$ cat src/rtl/axi_arb_pkg.sv
// Shared types for the AXI-lite request arbiter: FSM states, latched command, default widths.
package axi_arb_pkg;

  localparam int ARB_NUM_REQ    = 2;
  localparam int ARB_ADDR_W     = 32;
  localparam int ARB_DATA_W     = 32;
  localparam int ARB_TIMEOUT    = 1024;

  typedef enum logic [1:0] {
    IDLE  = 2'd0,
    ISSUE = 2'd1,
    WAIT  = 2'd2,
    RESP  = 2'd3
  } arb_state_e;

  // Sized for AXI-lite (32-bit address/data); narrower instances zero-extend into it.
  typedef struct packed {
    logic                  write;
    logic [ARB_ADDR_W-1:0] addr;
    logic [ARB_DATA_W-1:0] wdata;
  } arb_cmd_t;

  function automatic int rr_wrap(input int base, input int off, input int n);
    return (base + off) % n;
  endfunction

endpackage

$ cat src/rtl/rr_pick.sv
// Combinational round-robin picker: first valid index at or after ptr, modulo NUM_REQ.
module rr_pick
  import axi_arb_pkg::*;
#(
  parameter int NUM_REQ = 2,
  parameter int IDX_W   = 1
) (
  input  logic [NUM_REQ-1:0] valid,
  input  logic [IDX_W-1:0]   ptr,
  output logic [NUM_REQ-1:0] grant,
  output logic [IDX_W-1:0]   idx,
  output logic               any
);

  logic [IDX_W-1:0] cand [NUM_REQ];

  for (genvar i = 0; i < NUM_REQ; i++) begin : g_cand
    assign cand[i] = IDX_W'(rr_wrap(int'(ptr), i, NUM_REQ));
  end

  always_comb begin
    grant = '0;
    idx   = '0;
    any   = 1'b0;
    for (int i = 0; i < NUM_REQ; i++) begin
      if (!any && valid[cand[i]]) begin
        any            = 1'b1;
        grant[cand[i]] = 1'b1;
        idx            = cand[i];
      end
    end
  end

endmodule

$ cat src/rtl/axi_req_arbiter.sv
// Round-robin share of one AXI-lite master command port, one transaction in flight.
// Optional WAIT watchdog (rsp_err on expiry) enabled by defining ARB_TIMEOUT_EN.
module axi_req_arbiter
  import axi_arb_pkg::*;
#(
  parameter int NUM_REQ        = ARB_NUM_REQ,
  parameter int ADDR_W         = ARB_ADDR_W,
  parameter int DATA_W         = ARB_DATA_W,
  parameter int TIMEOUT_CYCLES = ARB_TIMEOUT
) (
  input  logic                      clk,
  input  logic                      rst,
  input  logic [NUM_REQ-1:0]        req_valid,
  input  logic [NUM_REQ-1:0]        req_write,
  input  logic [NUM_REQ*ADDR_W-1:0] req_addr,
  input  logic [NUM_REQ*DATA_W-1:0] req_wdata,
  output logic [NUM_REQ-1:0]        req_ready,
  output logic [NUM_REQ-1:0]        rsp_valid,
  output logic [DATA_W-1:0]         rsp_rdata,
  output logic                      rsp_err,
  output logic                      start_write,
  output logic                      start_read,
  output logic [ADDR_W-1:0]         write_address,
  output logic [DATA_W-1:0]         write_data,
  output logic [ADDR_W-1:0]         read_address,
  input  logic                      write_done,
  input  logic                      read_done,
  input  logic [DATA_W-1:0]         read_data
);

  localparam int IDX_W = (NUM_REQ > 1) ? $clog2(NUM_REQ) : 1;

  arb_state_e         state_q, state_d;
  arb_cmd_t           cmd_q;
  logic [IDX_W-1:0]   rr_ptr;
  logic [IDX_W-1:0]   win_idx_q;
  logic [NUM_REQ-1:0] pick_grant;
  logic [IDX_W-1:0]   pick_idx;
  logic               pick_any;
  logic [ADDR_W-1:0]  sel_addr;
  logic [DATA_W-1:0]  sel_wdata;
  logic               done_match;
  logic               timeout_hit;

  rr_pick #(
    .NUM_REQ (NUM_REQ),
    .IDX_W   (IDX_W)
  ) u_pick (
    .valid (req_valid),
    .ptr   (rr_ptr),
    .grant (pick_grant),
    .idx   (pick_idx),
    .any   (pick_any)
  );

  always_comb begin
    sel_addr  = '0;
    sel_wdata = '0;
    for (int i = 0; i < NUM_REQ; i++) begin
      if (pick_grant[i]) begin
        sel_addr  = req_addr[i*ADDR_W +: ADDR_W];
        sel_wdata = req_wdata[i*DATA_W +: DATA_W];
      end
    end
  end

  assign done_match = cmd_q.write ? write_done : read_done;

  always_ff @(posedge clk or posedge rst) begin
    if (rst) state_q <= IDLE;
    else     state_q <= state_d;
  end

  always_comb begin
    state_d = state_q;
    case (state_q)
      IDLE:    if (pick_any) state_d = ISSUE;
      ISSUE:   state_d = WAIT;
      WAIT:    if (done_match || timeout_hit) state_d = RESP;
      RESP:    state_d = IDLE;
      default: state_d = IDLE;
    endcase
  end

  always_ff @(posedge clk or posedge rst) begin
    if (rst) begin
      cmd_q       <= '0;
      rr_ptr      <= '0;
      win_idx_q   <= '0;
      req_ready   <= '0;
      rsp_valid   <= '0;
      rsp_rdata   <= '0;
      start_write <= 1'b0;
      start_read  <= 1'b0;
    end else begin
      req_ready   <= '0;
      rsp_valid   <= '0;
      rsp_rdata   <= '0;
      start_write <= 1'b0;
      start_read  <= 1'b0;
      case (state_q)
        IDLE: begin
          if (pick_any) begin
            cmd_q.write <= req_write[pick_idx];
            cmd_q.addr  <= ARB_ADDR_W'(sel_addr);
            cmd_q.wdata <= req_write[pick_idx] ? ARB_DATA_W'(sel_wdata) : '0;
            win_idx_q   <= pick_idx;
            req_ready   <= pick_grant;
          end
        end
        ISSUE: begin
          start_write <= cmd_q.write;
          start_read  <= !cmd_q.write;
        end
        WAIT: begin
          if (done_match || timeout_hit) begin
            rsp_valid <= NUM_REQ'(1) << win_idx_q;
            rsp_rdata <= (done_match && !cmd_q.write) ? read_data : '0;
          end
        end
        RESP: begin
          rr_ptr <= IDX_W'(rr_wrap(int'(win_idx_q), 1, NUM_REQ));
          cmd_q  <= '0;
        end
        default: ;
      endcase
    end
  end

  // Latch is zero outside a transaction, so these read 0 in IDLE.
  assign write_address = cmd_q.write ? ADDR_W'(cmd_q.addr) : '0;
  assign write_data    = cmd_q.write ? DATA_W'(cmd_q.wdata) : '0;
  assign read_address  = cmd_q.write ? '0 : ADDR_W'(cmd_q.addr);

`ifdef ARB_TIMEOUT_EN
  logic [15:0] wd_cnt;

  assign timeout_hit = (state_q == WAIT) && (wd_cnt == 16'(TIMEOUT_CYCLES - 1));

  always_ff @(posedge clk or posedge rst) begin
    if (rst) begin
      wd_cnt  <= '0;
      rsp_err <= 1'b0;
    end else begin
      wd_cnt  <= (state_q == WAIT) ? wd_cnt + 16'd1 : 16'd0;
      rsp_err <= (state_q == WAIT) && !done_match && timeout_hit;
    end
  end
`else
  assign timeout_hit = 1'b0;
  assign rsp_err     = 1'b0;
`endif

endmodule

$ cat config.mk
export PLATFORM = sky130hd
export DESIGN_NAME = axi_req_arbiter
export DESIGN_NICKNAME = d
export VERILOG_FILES = /design/src/rtl/axi_arb_pkg.sv /design/src/rtl/rr_pick.sv /design/src/rtl/axi_req_arbiter.sv
export SDC_FILE = /design/constraint.sdc
export NUM_CORES = 1
export LEC_CHECK = 0
export ABC_AREA = 1
export ABC_CLOCK_PERIOD_IN_PS = 3970
export CAP_MARGIN = 20
export CELL_PAD_IN_SITES_DETAIL_PLACEMENT = 0
export CELL_PAD_IN_SITES_GLOBAL_PLACEMENT = 1
export CORE_ASPECT_RATIO = 0.9
export CORE_MARGIN = 2
export CORE_UTILIZATION = 27
export CTS_BUF_LIST = sky130_fd_sc_hd__clkbuf_4
export DETAILED_ROUTE_END_ITERATION = 10
export PLACE_DENSITY = 0.92
export SETUP_SLACK_MARGIN = 0.4
export SYNTH_ARGS = -nofsm -noshare
export SYNTH_HDL_FRONTEND = slang
export SYNTH_SLANG_ARGS = --single-unit
export TNS_END_PERCENT = 5
$ cat constraint.sdc
create_clock -name clk -period 3.97 [get_ports clk]
set_clock_uncertainty 0.1 [all_clocks]
set_input_delay 0.397 -clock clk [delete_from_list [all_inputs] [get_ports clk]]
set_output_delay 0.397 -clock clk [all_outputs]
set_load 0.01 [all_outputs]
== After elaboration in Yosys (flattened, before gate mapping) ==
Cells that the tools add are included.

* Register bits: 107
* Bits in latches: 0
* Memory bits (writable): 0
* Memory bits (read-only): 0
* Input port bits: 168
* Output and inout bits: 135
* Memories: 0

* Add/sub/neg operators: 2
* $mul: 0
* Div/mod/pow operators: 0
* Order comparisons: 5
* Eq/ne operators: 5
* Shift-type cells: 1
* Multiplexer cells: 39
* Bitwise gates (word level): 1
* Reductions and logical operators: 11

{| class="wikitable"
|+ Operators by type and width
! operator !! number
|-
| two-way mux 32 bit || 11
|-
| one-hot mux 65 bit (2 select lines) || 1
|-
| two-way mux 65 bit || 1
|-
| two-way mux 2 bit || 8
|-
| two-way mux 1 bit || 15
|-
| one-hot mux 2 bit (4 select lines) || 1
|-
| < comparator 1 x 2 -> 1 bit (second input constant) || 3
|-
| AND reduction 2 bit || 3
|-
| equality test 2 bit (second input constant) || 2
|-
| logical AND 1 bit || 4
|-
| != test 2 bit (second input constant) || 2
|-
| adder 1 bit (second input constant) || 2
|-
| demux 1 bit (select 1 bit) || 2
|-
| equality test 2 x 1 -> 1 bit (second input constant) || 1
|-
| greater-or-equal comparator 1 bit (second input constant) || 2
|-
| logical NOT 1 bit || 2
|-
| logical NOT 2 bit || 1
|-
| OR 2 bit || 1
|-
| nonzero test 2 bit || 1
|-
| left shift 1 x 1 -> 2 bit (first input constant) || 1
|}

== Depth between registers and ports, before layout ==
Gate-level depths: netlist (run 1).

* Depth in word-level cells: 12
* Mapped depth: 10

== Modules after synthesis ==
A second synthesis (run 1) with hierarchy kept.

* Cells, all modules: 833
* Area, all modules: 5726.7 µm²

{| class="wikitable"
|+ By module, submodules not included
! module !! instances !! cells an instance !! area each (µm²) !! sequential area each (µm²)
|-
| axi_req_arbiter || 1 || 819 || 5671.7 || 2677.6
|-
| rr_pick || 1 || 14 || 55.1 || 0.0
|}

== Worst setup path before layout (run 1) ==
OpenSTA, ideal clock, no wires.

* Path kind: register -> output
* From: reg cmd_q[64] in the netlist's numbering
* To: out write_data[10]
* Arrival time: 1061 ps
* Data required time: 3473 ps
* Setup slack: 2412 ps
* Cell stages (with the launch flop): 5
* Cell sequence: dfrtp_1 clkbuf_1 clkbuf_1 nand2_1 inv_1

* Longest elaborated chain between the ends: 1

{| class="wikitable"
|+ Ends and longest elaborated chain
! element !! line !! source
|-
| start: declaration || axi_req_arbiter.sv:34 || <nowiki>arb_cmd_t cmd_q;</nowiki>
|-
| two-way mux 32 bit || axi_req_arbiter.sv:132 || <nowiki>assign write_data = cmd_q.write ? DATA_W'(cmd_q.wdata) : '0;</nowiki>
|-
| end: declaration || axi_req_arbiter.sv:24 || <nowiki>output logic [DATA_W-1:0] write_data,</nowiki>
|}

Every way passes these cells.

== Worst setup path after layout (run 1) ==
* From: reg state_q[1]
* To: reg cmd_q[18] in the netlist's numbering

* Longest elaborated chain between the ends: 3

{| class="wikitable"
|+ Ends and longest elaborated chain
! element !! line !! source
|-
| start: declaration || axi_req_arbiter.sv:33 || <nowiki>arb_state_e state_q, state_d;</nowiki>
|-
| start signal: assignment || axi_req_arbiter.sv:71 || <nowiki>else state_q <= state_d;</nowiki>
|-
| equality test 2 bit or logical NOT 2 bit (tied branches) || axi_req_arbiter.sv:101 || <nowiki>case (state_q)</nowiki>
|-
| nonzero test 2 bit (no line) or != test 2 bit (tied branches) || n/a ||
|-
| AND reduction 2 bit (no line) || n/a ||
|}

Parallel ways exist; a longest one is shown, timed or not.
A chain may end at the register's enable or synchronous reset.

==> results.cfg, run 1 <==
[setup_path]
endpoint = cmd_q[18]
cp_slowest_cell = clkinv_1
regToRegSetupSlack_ns = 1.03
crit_path_max_incr_delay_ns = 0.77
crit_chain = ha_1, clkinv_1, nand2_1, nand2_4, o21ai_0
arrival_ns = 3.23
crit_required_ns = 4.26
path_buf_inv = 1
path_class = flop to flop
rr_startpoint = state_q[1]
cp_num_cells = 5
crit_path_start_kind = flop
startpoint = state_q[1]
reg2reg_depth = 5
critPathCaptureType = flop
crit_family = simple AND/OR/NAND/NOR gates
r2r-end = cmd_q[18]
cp_max_fo = 97

[layout]
fin_area_sq_um = 9216
area_delta_synth_final_pct = 56.59
nets = 1299
drive_gt1_share_pct = 3.092
final_common_cell = nand2_1
most-common-layout-cells = nand2_1, clkdlybuf4s50_1, inv_1
fillers = 2221

[yosys]
synth_area_sq_um = 5886
synth-edff-count = 0
yosys_register_bits = 107
async_flop_share_pct = 100.0
synth_warnings = 0
syn_inst = 866
ys.flop_type = dfrtp_1
syn_area_per_cell_sq_um = 6.796
syn-num-nets = 1038
ys_seq_area_share_pct = 45.49
synth_cell_type_count = 24

[global_routing]
grt_max_degree = 104
globalRouteMet3Util_pct = 5.105
met1_usage_pct = 19.75
track_usage_pct = 16.23
top_usage_layer = met2
grt_pass1_vias = 5638
antenna_found_initial = 1
grt_overflow = 0
met2_usage_pct = 28.02
grt_pass1_wl_mm = 29.71

[clock_network]
cts_resized = 0
cts_buffers = 9
clock_latency_ns = 0.47
ctsRootBufferMaster = clkbuf_4
htreeDepth = 3
clkSlewWorstSetupHoldPaths_ns = 0.19
cts_tree = done
ctsHoldBuffers = 0
cts_sinks = 107
postCtsSetupRepairBufs = 0
clockBufferDepth = 2

[floorplan]
die_h_um = 144.1
core_area_sq_um = 21500
rows = 51
dieArea_sq_um = 23000
start_util_pct = 27.37
fp.dieW_um = 159.6
ios = 303

[place]
dp_hpwl_mm = 13.73
dpl_cell_area_sq_um = 9011
gp_congestion = 0.7742
io_buffers = 301

[pwr]
leakagePower_nw = 4.864
powerDensity_nw_per_um2 = 518.8
power_mw = 4.781
ir_worst_vdd_mv = 0.3610

[min_path]
min-delay-start = read_data[24]
hold_class = input port to flop

[timing]
fin_crit_sh_pct = 74.10
finalSetupViolCount = 0
worst_slew_pin_slew_ns = 1.044
slew_headroom_pct = 30.42
rsz0062_at_grt = false
max_freq_mhz = 339.9
slew_viol_final = 0
finalHoldViolCount = 0
min_period_ns = 2.942
worst_hold_slack_ns = 0.3021
tns_ns = 0

[run]
cap_violations = 0

[detailed_routing]
routedWlPerCell_um = 13.47
drtIter0Drc = 248
drcViolationCount = 0
totalWireLength_mm = 19.19
vias_per_cell = 4.221
drt-pass1-iter-count = 5
drtAntennaViolNets = 0
routed-via-count = 6011

[status]
status = completed
==> cell families after synthesis <==
kind of cell	Yosys count	synth area share [%]
simple gates	518	36.22
buf+inv	199	14.18
flops	107	45.49
compound gates	37	3.189
fa+ha+maj	4	0.8504
other cells	1	0.06371
==> where the power goes <==
group	internal (mW)	switching, mW	total (mW)	leakage (nW)
Sequential	1.48	0.359	1.84	1.44
Combinational	1.00	1.27	2.27	3.33
Clock	0.268	0.398	0.665	0.0906
Total	2.75	2.03	4.78	4.86
==> Yosys cell counts, types with 2 or more instances <==
cell type	instances	share of area [%]
clkbuf_1	21	1.3
buf_2	20	1.7
nand3_1	130	11
nand2_2	3	0.32
clkbuf_2	2	0.17
buf_1	5	0.32
nand2_1	309	20
dfrtp_1	107	45
inv_1	138	8.8
buf_6	6	1.1
o21ai_0	22	1.9
inv_2	2	0.13
o21ai_1	13	1.1
ha_1	4	0.85
nor2_1	72	4.6
buf_4	4	0.51
==> how the worst min path moves through the flow <==
| stage | end | slack (ns) | cells after the start |
|---|---|---|---|
| 6_report | rsp_rdata[24] | 0.30 | 3 |
| 3_5_place_dp | cmd_q[5] | 0.37 | 2 |
| 2_1_floorplan | rsp_valid[0] | 0.34 | 1 |
| 3_3_place_gp | cmd_q[21] | 0.37 | 2 |
| 4_1_cts | rsp_rdata[0] | 0.24 | 3 |
| 5_1_grt | rsp_rdata[24] | 0.25 | 3 |
==> worst reg2reg max path: stages (launching register included) <==
cell and delay, ns:
dfrtp_1 0.43, ha_1 0.24, clkinv_1 0.77, nand2_1 0.40
nand2_4 0.51, o21ai_0 0.42
==> per-layer routing <==
metal,vias to the layer above,part of all wire (%)
li1,3108,-
met2,216,47
met1,2670,44
met3,17,8.1
met5,-,0
met4,0,1.4
==> registers in the layout (all words and copies together), names as in the netlist <==
name         cells
rr_ptr           1
rsp_valid        2
start_write      1
req_ready        2
start_read       1
win_idx_q        1
rsp_rdata       32
state_q          2
cmd_q           65
==> area by class of cell <==
class | count | area (sq um) | area share [%]
Antenna cell | 1 | 2.502 | 0.02715
Clock buffer | 9 | 67.56 | 0.7331
Clock inverter | 7 | 107.6 | 1.168
Inverter | 141 | 531.8 | 5.770
Multi-Input combinational cell | 560 | 2381 | 25.83
Sequential cell | 107 | 2681 | 29.09
Tap cell | 291 | 364.1 | 3.951
Timing Repair Buffer | 308 | 3080 | 33.42
==> stage by stage <==
stage	setup WS, ns	utilization (%)	std cells
2_1_floorplan	0.6558	-	866
3_3_place_gp	1.014	41.90	1406
3_5_place_dp	0.9682	41.90	1406
4_1_cts	0.9121	42.72	1422
5_1_grt	0.6610	42.86	1424
6_report	1.028	42.86	1424
Power figures use the tool's default switching activity.
==> run 2, diff against run 1 <==
--- a/config.mk
+++ b/config.mk
@@ -6,16 +6,16 @@
 export NUM_CORES = 1
 export LEC_CHECK = 0
 export ABC_AREA = 1
-export ABC_CLOCK_PERIOD_IN_PS = 3970
+export ABC_CLOCK_PERIOD_IN_PS = 2500
 export CAP_MARGIN = 20
 export CELL_PAD_IN_SITES_DETAIL_PLACEMENT = 0
 export CELL_PAD_IN_SITES_GLOBAL_PLACEMENT = 1
 export CORE_ASPECT_RATIO = 0.9
 export CORE_MARGIN = 2
-export CORE_UTILIZATION = 27
+export CORE_UTILIZATION = 25
 export CTS_BUF_LIST = sky130_fd_sc_hd__clkbuf_4
 export DETAILED_ROUTE_END_ITERATION = 10
-export PLACE_DENSITY = 0.92
+export PLACE_DENSITY = 0.9
 export SETUP_SLACK_MARGIN = 0.4
 export SYNTH_ARGS = -nofsm -noshare
 export SYNTH_HDL_FRONTEND = slang
==> constraint.sdc (replaced) <==
create_clock -name clk -period 2.5 [get_ports clk]
set_clock_uncertainty 0.1 [all_clocks]
set_input_delay 0.25 -clock clk [delete_from_list [all_inputs] [get_ports clk]]
set_output_delay 0.25 -clock clk [all_outputs]
set_load 0.01 [all_outputs]
==> run 2 against run 1 <==
Global-route usage fell by 0.30 points. Routed wire length rose by 4.0%. Largest cell class unchanged. Combinational power rose by 78%. First-iteration DRC count rose by 2.4%. Worst hold slack got worse by 0.23 ns. Power rose by 63%.
==> results.cfg, run 2 (synthesis results as in run 1) <==
[layout]
final_cells = 1449
most-common-layout-cells = nand2_1, clkdlybuf4s50_1, inv_1
reg_top3 = cmd_q (65), rsp_rdata (32)
nets = 1314
regMostFlops = cmd_q
drive_gt1_share_pct = 4.359
final_common_cell = nand2_1
largest_reg_flops = 65
antenna_cells = 0
fillers = 2439
area_delta_synth_final_pct = 59.74

[timing]
worst_hold_slack_ns = 0.07581
rsz0062_at_grt = true
tns_ns = 0
slew_viol_final = 0
fin_crit_sh_pct = 91.05
max_freq_mhz = 439.3
worst_slew_pin_slew_ns = 0.5123
slew_headroom_pct = 65.85
finalHoldViolCount = 0
finalSetupViolCount = 0
min_period_ns = 2.276

[setup_path]
path_class = flop to output pin
crit_path_start_kind = flop
crit_required_ns = 2.15
critPathCaptureType = output pin
startpoint = cmd_q[64]
rr_startpoint = rr_ptr
crit_chain = buf_4, nor2_1, clkdlybuf4s50_1
arrival_ns = 1.93
cp_slowest_cell = dfrtp_4
crit_path_max_incr_delay_ns = 0.58
cp_max_fo = 13

[min_path]
hold_class = input port to async pin

[clock_network]
clock_latency_ns = 0.48
htreeDepth = 3
cts_buffers = 9
cts_sinks = 107
clockBufferDepth = 2
cts_tree = done
clkSlewWorstSetupHoldPaths_ns = 0.18
ctsRootBufferMaster = clkbuf_4

[pwr]
powerDensity_nw_per_um2 = 827.1
ir_worst_vdd_mv = 0.3953
leakagePower_nw = 5.005

[detailed_routing]
drcViolationCount = 0
vias_per_cell = 4.309
drtIter0Drc = 254
totalWireLength_mm = 19.94
routed-via-count = 6244
drtAntennaViolNets = 0
drt-pass1-iter-count = 4
routedWlPerCell_um = 13.76

[run]
cap_violations = 0

[floorplan]
start_util_pct = 25.36
dieArea_sq_um = 24790
rows = 53
die_h_um = 149.6
core_area_sq_um = 23210
fp.dieW_um = 165.7
ios = 303

[global_routing]
grt_max_degree = 65
antenna_found_initial = 0
grt_pass1_vias = 6133
grt_pass1_wl_mm = 31.61
grt_overflow = 0
track_usage_pct = 15.93

[place]
dp_hpwl_mm = 14.51
place_inst = 1430
io_buffers = 301
gp_congestion = 0.7917

[status]
status = completed
-- run 2: report_power, final --
| group | internal, mW | switching, mW |
|---|---|---|
| clock | 0.329 | 0.619 |
| combinational | 1.80 | 2.24 |
| sequential | 2.36 | 0.430 |
-- run 2: worst max-delay path: cells and delay by family, from the launching register on --
| kind | cells | cell delay (ns) |
|---|---|---|
| flops | 1 | 0.58 |
| simple gates | 1 | 0.12 |
| buf+inv | 2 | 0.76 |
-- run 2: per-stage QoR --
stage | power (mW) | area, sq um | setup slack, ns | utilization, %
after detailed placement | 6.919 | 9224 | 0.4311 | 39.74
after floorplan | 5.020 | 5889 | 0.8625 | -
after global routing | 8.472 | 9402 | 0.08921 | 40.51
after CTS | 7.943 | 9390 | 0.1313 | 40.46
final | 7.776 | 9402 | 0.2238 | 40.51
after global placement | 6.839 | 9224 | 0.4864 | 39.74
-- run 2: layout make-up --
| cell class | instances | area (sq um) | area share [%] |
|---|---|---|---|
| Inverter | 141 | 533.0 | 5.669 |
| Clock buffer | 10 | 75.07 | 0.7985 |
| Multi-Input combinational cell | 560 | 2381 | 25.33 |
| Sequential cell | 107 | 2681 | 28.52 |
| Clock inverter | 6 | 71.32 | 0.7586 |
| Timing Repair Buffer | 323 | 3282 | 34.91 |
| Tap cell | 302 | 377.9 | 4.019 |
-- run 2: timing repair --
action                                  CTS  global route
resized for setup                         2             4
hold buffers                              0             0
setup buffers                             3             0
endpoints found under the setup margin   96            96
-- run 2: final timing paths --
kind	end	slack, ns	cells past startpoint
worst max-delay path	read_address[9]	0.22	3
worst min-delay path	rsp_rdata[31]	0.08	3
max in group asynchronous	cmd_q[64]	1.85	3
min in group clk	rsp_rdata[18]	0.16	3
worst max register to register	cmd_q[31]	0.64	8
worst min register to register	cmd_q[26]	0.41	2
-- run 2: metal layers --
layer	GRT usage (%)	wire length (um)
met5	0	0
met4	3.565	242
met3	4.708	1503
met2	27.70	9477
met1	19.59	8721
==> RTL change, RTL diff (config.mk and constraints of run 2) <==
`ARB_NUM_REQ`: 2 -> 4.
--- a/src/rtl/axi_arb_pkg.sv
+++ b/src/rtl/axi_arb_pkg.sv
@@ -3,3 +3,3 @@
 
-  localparam int ARB_NUM_REQ    = 2;
+  localparam int ARB_NUM_REQ    = 4;
   localparam int ARB_ADDR_W     = 32;
Ports: changed (6 resized); port bits go from 303 to 439. The function was not compared with the original's and may differ.
==> RTL change against run 2 <==
  * Cell count up 53%
  * Sequential cell count increased by 6
  * Worst setup slack got worse by 0.21 ns
  * Register-to-register slack got worse by 0.63 ns
  * Worst hold slack improved by 0.037 ns
  * Largest cell class unchanged
  * Via count increased by 54%
  * Die area up 36%
  * Synthesized area up 37%
  * Global-route usage is 3.4 points higher
  * Cell area up 52%
  * Wire length rose by 80%
  * Total power rose by 140%
  * Critical path depth is 14 higher
==> RTL change: results (changes against run 2) <==
outcome: "finished, final reports clean"
r2r_end: "cmd_q[18]"
ctsHoldBuffers: 1  # +1
dpl.hpwl_um: 24350  # +68%
synth-compound-area-share_pct: 9.191  # +6.0 points
nonClockInverterCount: 252  # +79%
r2r_cells: 17  # +9
drive_above_1_share_pct: 14.23  # +9.9 points
dp_slack_ns: -0.07547  # -0.5066 ns
cp.arrival_ns: 2.81  # +0.88 ns
clk_transition_reported_paths_ns: 0.14  # -0.04 ns
buffers: 510  # +58%
holdWs_ns: 0.1127  # +0.03686 ns
gp_congestion: 0.8802  # +11%
num_rows: 62  # +17%
grtUsageMet3_pct: 4.785  # +0.077 points
hold_class: "input port to flop"
antenna_cells: 3  # +3
reg2reg_from: "rr_ptr[0]"
drtIter0Drc: 399  # +57%
yosys-top-cells-count: "nand2_1, inv_1, a21oi_1"
critical_path_class: "flop to flop"
synth_fp_nets: 1648  # +59%
post_dp_cell_area_sq_um: 13080  # +42%
irDropWorstVdd_uv: 1056  # +170%
post_cts_resized: 87  # +85
place_inst: 2153  # +51%
final-clk-cell-share_pct: 1.827  # +0.27 points
buf_share_pct: 38.59  # +3.7 points
crit_fanout: 8  # -5
wl_met1_um: 14980  # +72%
min_period_ns: 2.488  # +0.2119 ns
p_leak_uw: 0.008750  # +75%
numPortBuffers: 437  # +45%
cts_inserted_buffers: 17  # +8
syn_avg_cell_area_sq_um: 6.035  # -11%
cts-htree-levels: 4  # +1
dr.pass1.iters: 5  # +1
ys_ff_latch: 113  # +5.6%
viasPerCell: 4.349  # +0.91%
vias: 9645  # +54%
async_reset_ff_share_pct: 100.0  # unchanged
grt.met2_usage_pct: 32.53  # +4.8 points
ys_top_cells_by_area: "dfrtp_1, nand2_1, inv_1"
grt_pass1_wl_um: 50340  # +59%
multiInputGateArea_sq_um: 4210  # +77%
grt_pass1_vias: 9386  # +53%
grt_max_degree: 80  # +23%
rrSetupSlack_ns: 0.01  # -0.63 ns
nFillCells: 3240  # +33%
insertion_delay_ns: 0.53  # +0.05 ns
antenna_found_initial: 4  # +4
sh_seq_area_pct: 19.78  # -8.7 points
seq_area_sq_um: 2831  # +5.6%
-- RTL change: cell count changes in the layout (fill, tap and decap cells not counted), sizes merged, moves of 4 or more --
cell / delta
ha: +11
dfrtp: +6
clkinvlp: +4
clkdlybuf4s50: +46
a21oi: +132
nand3: -51
inv: +113
o21ai: -28
nand4: +6
nor2: +5
nand2: +255
buf: +84
dlymetal6s2s: +45
clkbuf: +20
-- RTL change: report_power, final --
| part | internal, uW | switching [uW] |
|---|---|---|
| clock network | 499 | 868 |
| registers | 2430 | 442 |
| logic | 5820 | 8410 |
-- RTL change: critical path, stage by stage, from the launching register on --
cell,delay [ns]
dfrtp_1,0.42
inv_2,0.09
ha_4,0.22
nand3_1,0.14
nand2_4,0.09
nor2_4,0.18
buf_6,0.12
nand2_1,0.07
nand3_2,0.09
nand2_1,0.05
o21ai_1,0.08
nand2_1,0.10
nor2_4,0.16
nor2_4,0.05
buf_12,0.13
clkbuf_16,0.16
nand2_1,0.07
nand2_1,0.05
